===== config.mk =====
export PLATFORM = sky130hd
export DESIGN_NAME = audio_dac_serializer_flat
export DESIGN_NICKNAME = d
export VERILOG_FILES = /design/src/rtl/audio_pkg.sv /design/src/rtl/audio_dac_serializer_if.sv /design/src/rtl/sync_edge_det.sv /design/src/rtl/audio_dac_serializer.sv /design/src/flat_wrapper.sv
export SDC_FILE = /design/constraint.sdc
export NUM_CORES = 1
export LEC_CHECK = 0
export BUFFER_PORTS_ARGS = -buffer_cell sky130_fd_sc_hd__buf_2
export CAP_MARGIN = 20
export CORE_MARGIN = 3
export CORE_UTILIZATION = 25
export CTS_CLUSTER_SIZE = 12
export DETAILED_ROUTE_END_ITERATION = 10
export PLACE_DENSITY = 0.39
export SYNTH_ARGS = -nofsm -noshare
export SYNTH_HDL_FRONTEND = slang
export SYNTH_SLANG_ARGS = --single-unit

===== constraint.sdc =====
create_clock -name i_clk -period 2.62 [get_ports i_clk]
set_clock_uncertainty 0.1 [all_clocks]
set_input_delay 0.393 -clock i_clk [delete_from_list [all_inputs] [get_ports i_clk]]
set_output_delay 0.393 -clock i_clk [all_outputs]
set_load 0.02 [all_outputs]

===== src/rtl/audio_pkg.sv =====
// Shared types and defaults for the codec DAC output stage.
// Imported by the serializer top and its handshake interface.
package audio_pkg;

    localparam int   DATA_W_DEF = 16;
    localparam logic LEFT_LRCK  = 1'b0;

    typedef enum logic [1:0] {
        S_SYNC,
        S_DELAY,
        S_SHIFT,
        S_PAD
    } state_e;

endpackage


===== src/rtl/audio_dac_serializer_if.sv =====
// Sample-side strobe, codec pins and status pulses of the DAC serializer.
// The master drives samples and codec clocks; the slave is the serializer.
interface audio_dac_serializer_if
    import audio_pkg::*;
#(
    parameter int DATA_W = DATA_W_DEF
);

    logic              i_valid;
    logic [DATA_W-1:0] i_data;
    logic              i_mute;
    logic              i_bclk;
    logic              i_daclrck;
    logic              o_dacdat;
    logic              o_taken;
    logic              o_underrun;
    logic              o_overrun;
    logic              o_frame_err;

    modport master (
        output i_valid,
        output i_data,
        output i_mute,
        output i_bclk,
        output i_daclrck,
        input  o_dacdat,
        input  o_taken,
        input  o_underrun,
        input  o_overrun,
        input  o_frame_err
    );

    modport slave (
        input  i_valid,
        input  i_data,
        input  i_mute,
        input  i_bclk,
        input  i_daclrck,
        output o_dacdat,
        output o_taken,
        output o_underrun,
        output o_overrun,
        output o_frame_err
    );

endinterface


===== src/rtl/sync_edge_det.sv =====
// Multi-flop synchronizer plus an enable-gated history flop.
// Edges are reported only in cycles where i_en is high.
module sync_edge_det #(
    parameter int STAGES = 2
) (
    input  logic i_clk,
    input  logic i_rst_n,
    input  logic i_en,
    input  logic i_d,
    output logic o_level,
    output logic o_rise,
    output logic o_fall
);

    logic [STAGES-1:0] sync_q;
    logic              hist_q;

    always_ff @(posedge i_clk) begin
        if (!i_rst_n) begin
            sync_q <= '0;
            hist_q <= 1'b0;
        end else begin
            sync_q <= {sync_q[STAGES-2:0], i_d};
            if (i_en) begin
                hist_q <= sync_q[STAGES-1];
            end
        end
    end

    assign o_level = sync_q[STAGES-1];
    assign o_rise  = i_en & o_level & ~hist_q;
    assign o_fall  = i_en & ~o_level & hist_q;

endmodule


===== src/rtl/audio_dac_serializer.sv =====
// I2S DAC serializer: one-entry sample holding register feeding a
// codec-clocked MSB-first shifter, mono duplicated into both slots.
module audio_dac_serializer
    import audio_pkg::*;
#(
    parameter int   DATA_W      = DATA_W_DEF,
    parameter int   SYNC_STAGES = 2,
    parameter logic LEFT_LRCK   = audio_pkg::LEFT_LRCK
) (
    input  logic                  i_clk,
    input  logic                  i_rst_n,
    audio_dac_serializer_if.slave bus
);

    localparam int CNT_W = $clog2(DATA_W + 1);

    logic bclk_lvl;
    logic bclk_rise;
    logic bclk_fall;
    logic lrck_lvl;
    logic lrck_rise;
    logic lrck_fall;
    logic unused_bclk;

    sync_edge_det #(
        .STAGES (SYNC_STAGES)
    ) u_bclk_sync (
        .i_clk   (i_clk),
        .i_rst_n (i_rst_n),
        .i_en    (1'b1),
        .i_d     (bus.i_bclk),
        .o_level (bclk_lvl),
        .o_rise  (bclk_rise),
        .o_fall  (bclk_fall)
    );

    // LRCK history only advances on bit-clock falls
    sync_edge_det #(
        .STAGES (SYNC_STAGES)
    ) u_lrck_sync (
        .i_clk   (i_clk),
        .i_rst_n (i_rst_n),
        .i_en    (bclk_fall),
        .i_d     (bus.i_daclrck),
        .o_level (lrck_lvl),
        .o_rise  (lrck_rise),
        .o_fall  (lrck_fall)
    );

    assign unused_bclk = ^{bclk_lvl, bclk_rise};

    state_e            state_q;
    state_e            state_d;
    logic [DATA_W-1:0] pend_q;
    logic              pend_vld_q;
    logic [DATA_W-1:0] frame_q;
    logic [DATA_W-1:0] shift_q;
    logic [CNT_W-1:0]  cnt_q;
    logic              dacdat_q;
    logic              taken_q;
    logic              underrun_q;
    logic              overrun_q;
    logic              frame_err_q;

    logic              lrck_edge;
    logic              left_start;
    logic              take;
    logic              load;
    logic              shift_en;
    logic              ferr;
    logic [DATA_W-1:0] word;

    assign lrck_edge  = lrck_rise | lrck_fall;
    assign left_start = lrck_edge & (lrck_lvl == LEFT_LRCK);
    assign take       = left_start & pend_vld_q;
    assign word       = take ? pend_q : frame_q;

    always_ff @(posedge i_clk) begin
        if (!i_rst_n) begin
            state_q <= S_SYNC;
        end else begin
            state_q <= state_d;
        end
    end

    always_comb begin
        state_d  = state_q;
        load     = 1'b0;
        shift_en = 1'b0;
        ferr     = 1'b0;
        if (bclk_fall) begin
            unique case (state_q)
                S_SYNC: begin
                    if (left_start) begin
                        state_d = S_DELAY;
                        load    = 1'b1;
                    end
                end
                S_DELAY: begin
                    if (lrck_edge) begin
                        load     = 1'b1;
                    end else begin
                        state_d  = S_SHIFT;
                        shift_en = 1'b1;
                    end
                end
                S_SHIFT: begin
                    if (lrck_edge) begin
                        state_d = S_DELAY;
                        load    = 1'b1;
                        ferr    = (cnt_q != '0);
                    end else begin
                        shift_en = 1'b1;
                        if (cnt_q == CNT_W'(1)) begin
                            state_d = S_PAD;
                        end
                    end
                end
                S_PAD: begin
                    if (lrck_edge) begin
                        state_d = S_DELAY;
                        load    = 1'b1;
                    end
                end
            endcase
        end
    end

    always_ff @(posedge i_clk) begin
        if (!i_rst_n) begin
            pend_q      <= '0;
            pend_vld_q  <= 1'b0;
            frame_q     <= '0;
            shift_q     <= '0;
            cnt_q       <= '0;
            dacdat_q    <= 1'b0;
            taken_q     <= 1'b0;
            underrun_q  <= 1'b0;
            overrun_q   <= 1'b0;
            frame_err_q <= 1'b0;
        end else begin
            taken_q     <= take;
            underrun_q  <= left_start & ~pend_vld_q;
            overrun_q   <= bus.i_valid & pend_vld_q & ~take;
            frame_err_q <= ferr;
            // a same-cycle write refills pend after the old word is taken
            if (bus.i_valid) begin
                pend_q     <= bus.i_data;
                pend_vld_q <= 1'b1;
            end else if (take) begin
                pend_vld_q <= 1'b0;
            end
            if (take) begin
                frame_q <= pend_q;
            end
            if (load) begin
                shift_q  <= bus.i_mute ? '0 : word;
                cnt_q    <= CNT_W'(DATA_W);
                dacdat_q <= 1'b0;
            end else if (shift_en) begin
                dacdat_q <= shift_q[DATA_W-1];
                shift_q  <= {shift_q[DATA_W-2:0], 1'b0};
                cnt_q    <= cnt_q - CNT_W'(1);
            end else if (bclk_fall) begin
                dacdat_q <= 1'b0;
            end
        end
    end

    assign bus.o_dacdat    = dacdat_q;
    assign bus.o_taken     = taken_q;
    assign bus.o_underrun  = underrun_q;
    assign bus.o_overrun   = overrun_q;
    assign bus.o_frame_err = frame_err_q;

endmodule


===== src/flat_wrapper.sv =====
// flat-port wrapper written by rule: the top's interface ports become plain ports
module audio_dac_serializer_flat import audio_pkg::*;
#(
    parameter int   DATA_W      = DATA_W_DEF,
    parameter int   SYNC_STAGES = 2,
    parameter logic LEFT_LRCK   = audio_pkg::LEFT_LRCK
)
  (i_clk, i_rst_n, bus_i_valid, bus_i_data, bus_i_mute, bus_i_bclk, bus_i_daclrck, bus_o_dacdat, bus_o_taken, bus_o_underrun, bus_o_overrun, bus_o_frame_err);
  audio_dac_serializer_if #(.DATA_W(DATA_W)) bus_i ();
  input  logic i_clk;
  input  logic i_rst_n;
  input wire logic [$bits(bus_i.i_valid)-1:0] bus_i_valid;
  input wire logic [$bits(bus_i.i_data)-1:0] bus_i_data;
  input wire logic [$bits(bus_i.i_mute)-1:0] bus_i_mute;
  input wire logic [$bits(bus_i.i_bclk)-1:0] bus_i_bclk;
  input wire logic [$bits(bus_i.i_daclrck)-1:0] bus_i_daclrck;
  output wire logic [$bits(bus_i.o_dacdat)-1:0] bus_o_dacdat;
  output wire logic [$bits(bus_i.o_taken)-1:0] bus_o_taken;
  output wire logic [$bits(bus_i.o_underrun)-1:0] bus_o_underrun;
  output wire logic [$bits(bus_i.o_overrun)-1:0] bus_o_overrun;
  output wire logic [$bits(bus_i.o_frame_err)-1:0] bus_o_frame_err;
  assign bus_i.i_valid = bus_i_valid;
  assign bus_i.i_data = bus_i_data;
  assign bus_i.i_mute = bus_i_mute;
  assign bus_i.i_bclk = bus_i_bclk;
  assign bus_i.i_daclrck = bus_i_daclrck;
  assign bus_o_dacdat = bus_i.o_dacdat;
  assign bus_o_taken = bus_i.o_taken;
  assign bus_o_underrun = bus_i.o_underrun;
  assign bus_o_overrun = bus_i.o_overrun;
  assign bus_o_frame_err = bus_i.o_frame_err;
  audio_dac_serializer #(.DATA_W(DATA_W), .SYNC_STAGES(SYNC_STAGES), .LEFT_LRCK(LEFT_LRCK)) u_core (.i_clk(i_clk), .i_rst_n(i_rst_n), .bus(bus_i));
endmodule

======== Word level (Yosys, flattened, before mapping) ========
Cells that the tools add are included.
storage, ports and cells
  register bits after elaboration ......... 67
  input bits .............................. 22
  output and inout bits ................... 5
  logic and storage cells ................. 75
operators by class
  add/sub/neg operators ................... 1
  eq/ne operators ......................... 8
  multiplexer cells ....................... 23
  bitwise operators ....................... 17
  reductions and logical operators ........ 10
operators by type and width
  operator                                                number
  2-to-1 mux 16 bit                                       4
  AND 1 bit                                               10
  2-to-1 mux 1 bit                                        10
  2-to-1 mux 2 bit                                        5
  2-to-1 mux 5 bit                                        2
  case mux 2 bit (4 select lines)                         1
  NOT 1 bit                                               6
  nonzero test 2 bit                                      3
  == test 5 x 1 -> 1 bit (second input constant)          1
  AND reduction 5 bit                                     1
  nonzero test 5 bit                                      1
  subtractor 5 x 1 -> 5 bit (second input constant)       1
  == test 2 bit (second input constant)                   2
  inequality test 2 x 1 -> 1 bit (second input constant)  2
  AND reduction 4 bit                                     1
  OR reduction 2 bit                                      2
  inequality test 3 x 1 -> 1 bit (second input constant)  1
  OR reduction 3 bit                                      1
  == test 2 x 1 -> 1 bit (second input constant)          1
  logical NOT 2 bit                                       1
  inequality test 2 bit (second input constant)           1
  case mux 1 bit (2 select lines)                         1
  bitwise OR 1 bit                                        1

======== Depth between registers and ports, before layout ========
Gate-level depths: netlist of the first run.
  word-level depth ........................ 10
  mapped depth ............................ 7
  gate-level depth less buffers ........... 6

======== Hierarchy ========
From an unflattened synthesis of the first run, not the netlist that was laid out.
unflattened totals
  cell total of the unflattened synthesis .. 305
  area total of the unflattened synthesis .. 2,906.5 um^2
by module, submodules not included
  module                times used  cells an instance  area an instance (um^2)  seq. area each (um^2)
  audio_dac_serializer  1           285                2,698.8                  1,221.2
  sync_edge_det         2           10                 103.8                    60.1

======== Least setup slack after synthesis of the first run ========
No wires, ideal clock.
  kind .................................... register to register
  start point ............................. reg u_core.state_q[0]
  end point ............................... reg u_core.shift_q[14]
  arrival time ............................ 1.587 ns
  data required time ...................... 2.434 ns
  slack ................................... 0.848 ns
  cell stages (with the launch flop) ...... 8
  path buffers ............................ 1
  period minus slack after synthesis ...... 1.772 ns
  path through ............................ dfxtp_1 inv_1 ha_1 nand2_1 a31oi_4 buf_2 a21oi_1 a211oi_1
on the way
  cells in the longest elaborated chain, start to end .. 5
  elaborated cells between the ends (all ways) .. 12
RTL lines
  what                                                                              line                         text
  start: declaration                                                                audio_dac_serializer.sv:52   state_e state_q;
  start signal: assignment                                                          audio_dac_serializer.sv:82   state_q <= state_d;
  == test 2 x 1 -> 1 bit / == test 2 bit (equally long branches)                    audio_dac_serializer.sv:92   unique case (state_q)
  OR reduction 3 bit (no source line) / OR reduction 2 bit (equally long branches)  -
  case mux 1 bit (2 select lines) / 2-to-1 mux 1 bit (equally long branches)        -
  2-to-1 mux 1 bit                                                                  audio_dac_serializer.sv:91   if (bclk_fall) begin
  2-to-1 mux 16 bit / nonzero test 2 bit (equally long branches)                    -
  end signal: assignment                                                            audio_dac_serializer.sv:157  shift_q <= bus.i_mute ? '0 : word;
  end signal: assignment                                                            audio_dac_serializer.sv:162  shift_q <= {shift_q[DATA_W-2:0], 1'b0};
  end: declaration                                                                  audio_dac_serializer.sv:57   logic [DATA_W-1:0] shift_q;
Parallel ways exist; a longest one is shown, timed or not.
A chain may end at the register's enable or synchronous reset.

======== Worst setup path after layout of the first run ========
Ends and elaborated chain as after synthesis.

==> flow_summary.yaml, run 1 <==
power_and_ir_drop:
  p_seq_share_pct: 41.5
  combPwrFrac_pct: 4.4
  powerDensity_mw_per_mm2: 713.6
  p_sw_share_pct: 20.63
  p_clk_share_pct: 54.1
  irDropWorstVdd_mv: 0.3375
  p_int_mw: 2.014
  p_leak_nw: 1.468
  p_sw_uw: 523.5
clocking:
  htreeDepth: 3
  clk_latency_ps: 320
  numCtsBuffers: 9
  cts_tree: "yes"
  clock-root-buffer: "clkbuf_16"
  post_cts_resized: 0
  clkTransAtPathRegs_ps: 60
  postCtsSetupRepairBufs: 0
  cts.sinks: 67
  clockBufferDepth: 2
  holdBufCountCts: 0
drt:
  route.met3.wl_um: 204
  viasPerCell: 4.622
  drc: 0
  routed-via-count: 2186
  firstDrtPassIters: 4
  met2_length_mm: 2.750
  route.antenna.remaining_nets: 0
  drtIter0Drc: 84
  wl_per_cell_um: 13.82
  met1_length_mm: 3.524
  highest_layer: "met4"
  wl_mm: 6.539
timing:
  fmax_mhz: 480.6
  hold_viol_final: 0
  rsz0062_at_grt: "false"
  min_period_ps: 2081
  slew_viol_final: 0
  tns_ps: 0
  slew_headroom_pct: 64.19
  min_period_over_period_pct: 79.42
  tightest_slew_ps: 536.1
  finalSetupViolations: 0
finish:
  antenna_cells: 0
  area_growth_pct: 19.97
  nets: 355
  seq_area_mm2: 0.001341
  final.fill_count: 1216
  drive_above_1_share_pct: 19.70
  multi_input_area_mm2: 0.001498
  fin_area_mm2: 0.003556
global_route:
  grt_overflow: 0
  grt_pass1_wl_mm: 11.19
  grt_usage_pct: 10.71
  grt_start_max_net_pins: 34
  first_global_vias: 2112
  antenna_found_initial: 0
logic_synthesis:
  syn-cell-area_mm2: 0.002964
  yosysUniqueCellTypes: 43
  synthArstFlopShare_pct: 0
  synthTopCellsByArea: "dfxtp_1 (45%), mux2i_1 (6.8%), o21a_1 (3.8%)"
  netlist_instances: 304
  ys_warn_count: 0
  synth_edf_count: 0
  synth_top_area_share_pct: 45.25
  syn-num-nets: 333
  yosysMostFrequentCell: "dfxtp_1"
  synth_seq_cells: 67
  synth_top_area_cell: "dfxtp_1"
  ys.flop_type: "dfxtp_1"
  netlist_top_cells_count: "dfxtp_1 (67), nor2_1 (26), mux2i_1 (20)"
  syn_avg_cell_area_um2: 9.750
  yosysSeqAreaShare_pct: 45.25
worst_setup_path:
  crit_path_max_fanout: 15
  crit_path_start_kind: "flip-flop"
  worstSetupEndpointType: "flip-flop"
  worstSetupPathType: "reg -> reg"
  cp.required_ps: 2720
  critPathArrivalTime_ps: 2180
place:
  dp_hpwl_mm: 4.349
  port_buffers: 26
  dpl_cell_area_mm2: 0.003216
  gp_congestion: 0.7096
floorplanning:
  start_util_pct: 25.74
  io_pins: 27
  dieArea_mm2: 0.01320
  placementRows: 39
  die_y_um: 114.9
  die_w_um: 114.9
  core-area_mm2: 0.01152
outcome:
  outcome: "finished, final reports clean"
min_path:
  hold_class: "in -> reg"
flow_run:
  max-cap-violations: 0
==> power by group through the flow <==
stage | Combinational (mW) | Clock (mW) | Sequential, mW
3_5_place_dp | 0.115 | 0 | 1.07
4_1_cts | 0.115 | 1.42 | 1.05
6_report | 0.112 | 1.37 | 1.05
2_1_floorplan | 0.0754 | 0 | 1.07
3_3_place_gp | 0.114 | 0 | 1.07
5_1_grt | 0.128 | 1.46 | 1.06
==> cells in the final DEF, fill, tap and decap left out, types with 3 or more instances in the layout <==
master	instances
clkbuf_16	9
buf_4	6
a211oi_2	7
a211oi_1	9
nand2_1	7
o21bai_1	15
a21oi_1	18
nor2_1	26
mux2i_1	20
a21boi_0	11
bufinv_16	3
buf_2	26
nand2b_1	3
ha_1	7
and2_1	5
and3_1	17
dfxtp_1	67
a21boi_1	4
o21ai_0	17
inv_1	6
o21a_1	15
nor3_1	3
==> metrics by stage <==
step	setup slack [ps]	std cells	util (%)	power, mW	hold WS (ps)
3_3_place_gp	555.0	458	27.92	1.188	317.7
4_1_cts	510.1	473	30.88	2.582	168.2
3_5_place_dp	525.8	458	27.92	1.189	324.8
2_1_floorplan	847.6	304	-	1.147	311.9
5_1_grt	372.1	473	30.88	2.642	170.3
6_report	539.1	473	30.88	2.537	175.3
==> critical path, cell delays in order (launching register included) <==
cell and delay (ps):
dfxtp_1 390, inv_1 80, ha_1 230, or3b_4 390
a21oi_4 440, buf_4 250, a211oi_1 70
==> area by class of cell <==
type / count / area share, %
clock buffers: 9 / 6.334
clock inverters: 6 / 3.237
inverters: 6 / 0.6334
multi-input cells: 210 / 42.12
flip-flops and latches: 67 / 37.72
well taps: 143 / 5.032
repair buffers: 32 / 4.926
==> final timing paths <==
kind,slack [ps],depth (start not counted),start,end
setup reg to reg,540,6,u_core.state_q[0],u_core.shift_q[14]
setup / recovery,540,6,u_core.state_q[0],u_core.shift_q[14]
hold / removal,180,2,bus_i_daclrck,u_core.u_lrck_sync.sync_q[0]
hold reg to reg,330,1,u_core.u_bclk_sync.sync_q[0],u_core.u_bclk_sync.sync_q[1]
==> flip-flops by register name, indices dropped and copies added, names as in the netlist, 2 cells and up <==
register,cells
u_core.u_bclk_sync.sync_q,2
u_core.u_lrck_sync.sync_q,2
u_core.cnt_q,5
u_core.state_q,2
u_core.pend_q,16
u_core.shift_q,16
u_core.frame_q,16
==> routing by layer <==
layer  vias to the layer above  track usage (%)
li1                       1129                -
met1                      1025            15.30
met2                        28            15.63
met3                         4            2.368
met4                         0            4.225
met5                         -                0
==> kinds of logic (layout without fill, tap and decap cells) <==
kind of cell             count (synthesis)  after routing  share of synthesized area, %
multiplexers                            20             20                         6.754
AO/OA/AOI/OAI                          103            103                         25.37
AND/OR/NAND/NOR                         76             76                         14.01
adder cells (fa/ha/maj)                  7              7                         2.955
XOR/XNOR                                 4              4                         1.436
buffers and inverters                   27             53                         4.221
flip-flops                              67             67                         45.25
(Power assumes the default switching activity.)
==> inputs of run 2 (changes only) <==
--- a/config.mk
+++ b/config.mk
@@ -5,6 +5,7 @@
 export SDC_FILE = /design/constraint.sdc
 export NUM_CORES = 1
 export LEC_CHECK = 0
+export ABC_AREA = 1
 export BUFFER_PORTS_ARGS = -buffer_cell sky130_fd_sc_hd__buf_2
 export CAP_MARGIN = 20
 export CORE_MARGIN = 3
==> constraint.sdc (replaced) <==
create_clock -name i_clk -period 2 [get_ports i_clk]
set_clock_uncertainty 0.1 [all_clocks]
set_input_delay 0.3 -clock i_clk [delete_from_list [all_inputs] [get_ports i_clk]]
set_output_delay 0.3 -clock i_clk [all_outputs]
set_load 0.02 [all_outputs]
==> run 2 against run 1 <==
Net effect: power grew 26%; maximum frequency rose by 16%; cell count increased by 8.5%; global-route usage decreased by 0.70 points; worst setup slack worse by 330 ps.
==> flow_summary.yaml, run 2 <==
worst_setup_path:
  crit_path_end: "u_core.shift_q[13]"
  cp.required_ps: 2120
  crit_path_max_fanout: 20
  reg2reg_from: "u_core.state_q[0]"
  cp-startpoint: "u_core.state_q[0]"
  rr_endpoint: "u_core.shift_q[13]"
  rrSetupSlack_ps: 210
  worstSetupEndpointType: "flip-flop"
  worstRegToRegCells: 8
  critPathArrivalTime_ps: 1910
  worstSetupPathType: "reg -> reg"
  crit_path_start_kind: "flip-flop"
place:
  dp_hpwl_mm: 3.764
  port_buffers: 26
  gp_congestion: 0.7436
  dpl_cell_area_mm2: 0.003067
  placed_cells: 497
drt:
  drc: 0
  highest_layer: "met4"
  drtIter0Drc: 101
  met2_length_mm: 2.469
  met1_length_mm: 2.976
  routed-via-count: 2147
  wl_mm: 5.729
  route.met3.wl_um: 172
  wl_per_cell_um: 11.17
  firstDrtPassIters: 4
  viasPerCell: 4.185
  route.antenna.remaining_nets: 0
finish:
  fin_area_mm2: 0.003387
  stdcell_count: 513
  area_growth_pct: 20.47
  final.fill_count: 1212
  drive_above_1_share_pct: 18.23
  final_cell_mix: "dfxtp_1 (67), nand2_1 (60), o21ai_0 (44), a21oi_1 (36), inv_1 (31)"
  nets: 397
  final_common_cell: "dfxtp_1"
  top_regs: "u_core.frame_q: 16 flops, u_core.pend_q: 16 flops, u_core.shift_q: 16 flops"
  antenna_cells: 0
clocking:
  numCtsBuffers: 9
  clk_latency_ps: 330
  post_cts_resized: 0
  postCtsSetupRepairBufs: 0
  cts_tree: "yes"
  holdBufCountCts: 0
  htreeDepth: 3
  clkTransAtPathRegs_ps: 50
  clockBufferDepth: 2
  cts.sinks: 67
  clock-root-buffer: "clkbuf_16"
timing:
  finalSetupViolations: 0
  slew_headroom_pct: 67.79
  tns_ps: 0
  min_period_ps: 1794
  slew_viol_final: 0
  tightest_slew_ps: 483.2
  rsz0062_at_grt: "false"
  fmax_mhz: 557.4
  min_period_over_period_pct: 89.71
  hold_viol_final: 0
power_and_ir_drop:
  p_seq_share_pct: 43.1
  p_sw_share_pct: 20.82
  irDropWorstVdd_mv: 0.3714
  powerDensity_mw_per_mm2: 946.2
  combPwrFrac_pct: 3.7
  p_int_mw: 2.538
  p_leak_nw: 1.413
  p_sw_uw: 667.2
  p_clk_share_pct: 53.2
floorplanning:
  die_w_um: 112.0
  start_util_pct: 25.71
  dieArea_mm2: 0.01255
  core-area_mm2: 0.01094
  io_pins: 27
  placementRows: 38
  die_y_um: 112.0
global_route:
  grt_pass1_wl_mm: 9.963
  grt_overflow: 0
  first_global_vias: 2137
  grt_usage_pct: 10.00
  grt_start_max_net_pins: 36
  antenna_found_initial: 0
logic_synthesis:
  synth_top_area_cell: "dfxtp_1"
  synth_seq_cells: 67
  synth_top_family_by_area: "compound AO/OA/AOI/OAI gates"
  synth_top_area_share_pct: 47.71
  synth_fa_ha_area_share_pct: 3.115
  synthTopCellsByArea: "dfxtp_1 (48%), nand2_1 (8.0%), o21ai_0 (7.8%)"
  synthArstFlopShare_pct: 0
  yosysSeqAreaShare_pct: 47.71
  syn-cell-area_mm2: 0.002811
  syn_avg_cell_area_um2: 8.221
  yosysUniqueCellTypes: 32
  netlist_instances: 342
  syn-num-nets: 371
  synth_edf_count: 0
  yosysMostFrequentCell: "dfxtp_1"
  synth_compound_area_share_pct: 20.12
  muxShareOfSynthArea_pct: 0
  netlist_top_cells_count: "dfxtp_1 (67), nand2_1 (60), o21ai_0 (44)"
  synth_xor_area_share_pct: 0.3115
  ys.flop_type: "dfxtp_1"
  ys_warn_count: 0
  synth-simple-area-share_pct: 20.03
outcome:
  outcome: "finished, final reports clean"
min_path:
  worstHoldStart: "bus_i_bclk"
  hold_class: "in -> reg"
flow_run:
  max-cap-violations: 0
run 2: final cells by class:
type | instances | area (um2) | share of cell area (%)
flip-flops and latches | 67 | 1341 | 39.60
clock buffers | 12 | 246.5 | 7.277
clock inverters | 4 | 73.82 | 2.180
well taps | 140 | 175.2 | 5.172
multi-input cells | 223 | 1225 | 36.17
repair buffers | 33 | 195.2 | 5.763
inverters | 34 | 130.1 | 3.842
run 2: layer usage:
metal / track usage [%] / vias up
met2: 14.59 / 26
met3: 3.288 / 8
met1: 12.86 / 942
met5: 0 / -
met4: 6.010 / 0
li1: - / 1171
run 2: how the worst min path moves through the flow:
stage	end	slack (ps)	depth (start not counted)
floorplan	u_core.u_bclk_sync.sync_q[1]	290	2
global placement	u_core.u_bclk_sync.sync_q[1]	290	2
detailed placement	u_core.u_lrck_sync.sync_q[1]	300	2
CTS	u_core.u_bclk_sync.sync_q[0]	40	3
global route	u_core.u_bclk_sync.sync_q[0]	50	3
finish	u_core.u_bclk_sync.sync_q[0]	50	3
run 2: through the flow:
stage	setup WS (ps)	total power [mW]	util [%]	hold slack (ps)
after floorplan	343.1	1.483	-	290.5
after global placement	238.0	1.529	28.04	293.7
after detailed placement	197.5	1.531	28.04	300.7
after CTS	186.0	3.270	30.97	39.79
after global routing	2.954	3.343	30.97	51.69
final	205.8	3.205	30.97	51.68
run 2: logic make-up after synthesis:
kind of cell / after synthesis
AND/OR/NAND/NOR: 110
flip-flops: 67
buffers and inverters: 52
XOR/XNOR: 1
adder cells (fa/ha/maj): 7
AO/OA/AOI/OAI: 105
run 2: power by group through the flow:
stage               clock network (mW)  logic, mW  registers (mW)
floorplan                            0     0.0751            1.41
global placement                     0      0.120            1.41
detailed placement                   0      0.122            1.41
CTS                               1.77      0.122            1.38
global route                      1.82      0.137            1.38
finish                            1.71      0.118            1.38
run 2: critical path: stages (launching register included):
cell and delay (ps):
dfxtp_1 380, inv_1 90, ha_1 350, nand2_4 110, nor2_8 50, inv_4 180, nand2_4 140, o21ai_0 220
a21oi_2 40
==> inputs of run 3 (changes only) <==
--- a/config.mk
+++ b/config.mk
@@ -9,10 +9,11 @@
 export BUFFER_PORTS_ARGS = -buffer_cell sky130_fd_sc_hd__buf_2
 export CAP_MARGIN = 20
 export CORE_MARGIN = 3
-export CORE_UTILIZATION = 25
+export CORE_UTILIZATION = 40
+export CTS_CLUSTER_DIAMETER = 50
 export CTS_CLUSTER_SIZE = 12
 export DETAILED_ROUTE_END_ITERATION = 10
-export PLACE_DENSITY = 0.39
+export PLACE_DENSITY = 0.57
 export SYNTH_ARGS = -nofsm -noshare
 export SYNTH_HDL_FRONTEND = slang
 export SYNTH_SLANG_ARGS = --single-unit
==> run 3 against run 2 <==
Net effect: worst setup slack got worse by 12 ps; non-clock buffer count down 1; worst hold slack got worse by 18 ps; critical path type unchanged; critical endpoint is now u_core.shift_q[15]; largest cell class unchanged; largest power group is now registers; highest routed layer unchanged.
==> flow_summary.yaml, run 3 (synthesized netlist as in run 2, its figures left out) <==
drt:
  wl_per_cell_um: 11.52
  route.antenna.remaining_nets: 0
  wl_mm: 5.335
  viasPerCell: 4.549
  routed-via-count: 2106
  firstDrtPassIters: 4
  drtIter0Drc: 144
  drc: 0
finish:
  final_cell_mix: "dfxtp_1 (67), nand2_1 (60), o21ai_0 (44), a21oi_1 (36), inv_1 (31)"
  drive_above_1_share_pct: 17.84
  antenna_cells: 0
  nets: 396
  area_growth_pct: 12.68
  final_common_cell: "dfxtp_1"
  top_regs: "u_core.frame_q: 16 flops, u_core.pend_q: 16 flops, u_core.shift_q: 16 flops"
worst_setup_path:
  cp.required_ps: 2170
  worstSetupPathType: "reg -> reg"
  crit_path_start_kind: "flip-flop"
  reg2reg_from: "u_core.state_q[0]"
  rrSetupSlack_ps: 190
  rr_endpoint: "u_core.shift_q[15]"
  crit_path_max_fanout: 20
  critPathArrivalTime_ps: 1980
  worstRegToRegCells: 7
  worstSetupEndpointType: "flip-flop"
place:
  gp_congestion: 0.7957
  dp_hpwl_mm: 3.557
  port_buffers: 26
  pre_cts_ws_ps: 191.2
flow_run:
  max-cap-violations: 0
clocking:
  holdBufCountCts: 0
  cts.sinks: 67
  clk_latency_ps: 340
  htreeDepth: 3
  clockBufferDepth: 2
  numCtsBuffers: 9
  clock-root-buffer: "clkbuf_8"
  postCtsSetupRepairBufs: 0
  post_cts_resized: 0
  cts_tree: "yes"
  clkTransAtPathRegs_ps: 70
global_route:
  first_global_vias: 1981
  antenna_found_initial: 0
  grt_pass1_wl_mm: 9.204
  grt_overflow: 0
  grt_start_max_net_pins: 28
  grt_usage_pct: 13.88
timing:
  slew_headroom_pct: 57.28
  tns_ps: 0
  holdWs_ps: 33.49
  tightest_slew_ps: 640.1
  min_period_over_period_pct: 90.31
  fmax_mhz: 553.7
  finalSetupViolations: 0
  rsz0062_at_grt: "false"
  slew_viol_final: 0
  layout_setup_ws_ps: 193.8
  hold_viol_final: 0
  min_period_ps: 1806
power_and_ir_drop:
  irDropWorstVdd_mv: 0.4373
  powerDensity_mw_per_mm2: 787.4
  p_leak_nw: 1.336
  total_power_mw: 2.495
min_path:
  hold_end: "u_core.u_bclk_sync.sync_q[0]"
  worstHoldStart: "bus_i_bclk"
  worst_hold_path.num_cells: 3
  hold_class: "in -> reg"
floorplanning:
  die_w_um: 89.84
  dieArea_mm2: 0.008070
  die_y_um: 89.84
  core-area_mm2: 0.006568
  placementRows: 29
  start_util_pct: 42.81
  io_pins: 27
outcome:
  outcome: "finished, final reports clean"
[run 3: area by class of cell]
| type | instances | area, um2 |
|---|---|---|
| clock buffer | 12 | 155.1 |
| inverter | 34 | 130.1 |
| fill | 640 | 3400 |
| tap | 93 | 116.4 |
| timing repair buffer | 32 | 187.7 |
| multi-input combinational | 223 | 1225 |
| clock inverter | 2 | 12.51 |
| sequential | 67 | 1341 |
[run 3: critical path, cell delays in order, from the launching register on]
cell and delay (ps):
dfxtp_1 390, inv_1 100, ha_1 230, nand2_1 120, nand3_4 240, nor2_8 290
o211ai_1 130, a21oi_1 130
[run 3: metrics by stage]
stage	util, %	cell area [um2]	instances
2_1_floorplan	-	2811	342
4_1_cts	48.24	3168	463
5_1_grt	48.24	3168	463
3_5_place_dp	45.68	3000	449
6_report	48.24	3168	463
3_3_place_gp	45.68	3000	449
[run 3: power by group]
part | switching [mW] | internal [mW]
Combinational | 0.0740 | 0.0440
Clock | 0.495 | 0.502
Sequential | 0.0129 | 1.37
[run 3: worst max path at each step]
stage                      startpoint  depth (start not counted)            endpoint
floorplan           u_core.state_q[0]                          9  u_core.shift_q[13]
global route        u_core.state_q[0]                          8  u_core.shift_q[13]
finish              u_core.state_q[0]                          7  u_core.shift_q[15]
detailed placement  u_core.state_q[0]                          7  u_core.shift_q[14]
global placement    u_core.state_q[0]                          8  u_core.shift_q[13]
CTS                 u_core.state_q[0]                          7  u_core.shift_q[15]
[run 3: per-layer routing]
metal	GRT usage [%]	share of wire [%]	vias up
met3	3.005	2.9	9
met4	7.280	2.0	0
met2	20.49	43	23
li1	-	-	1159
met5	0	0	-
met1	19.01	52	915
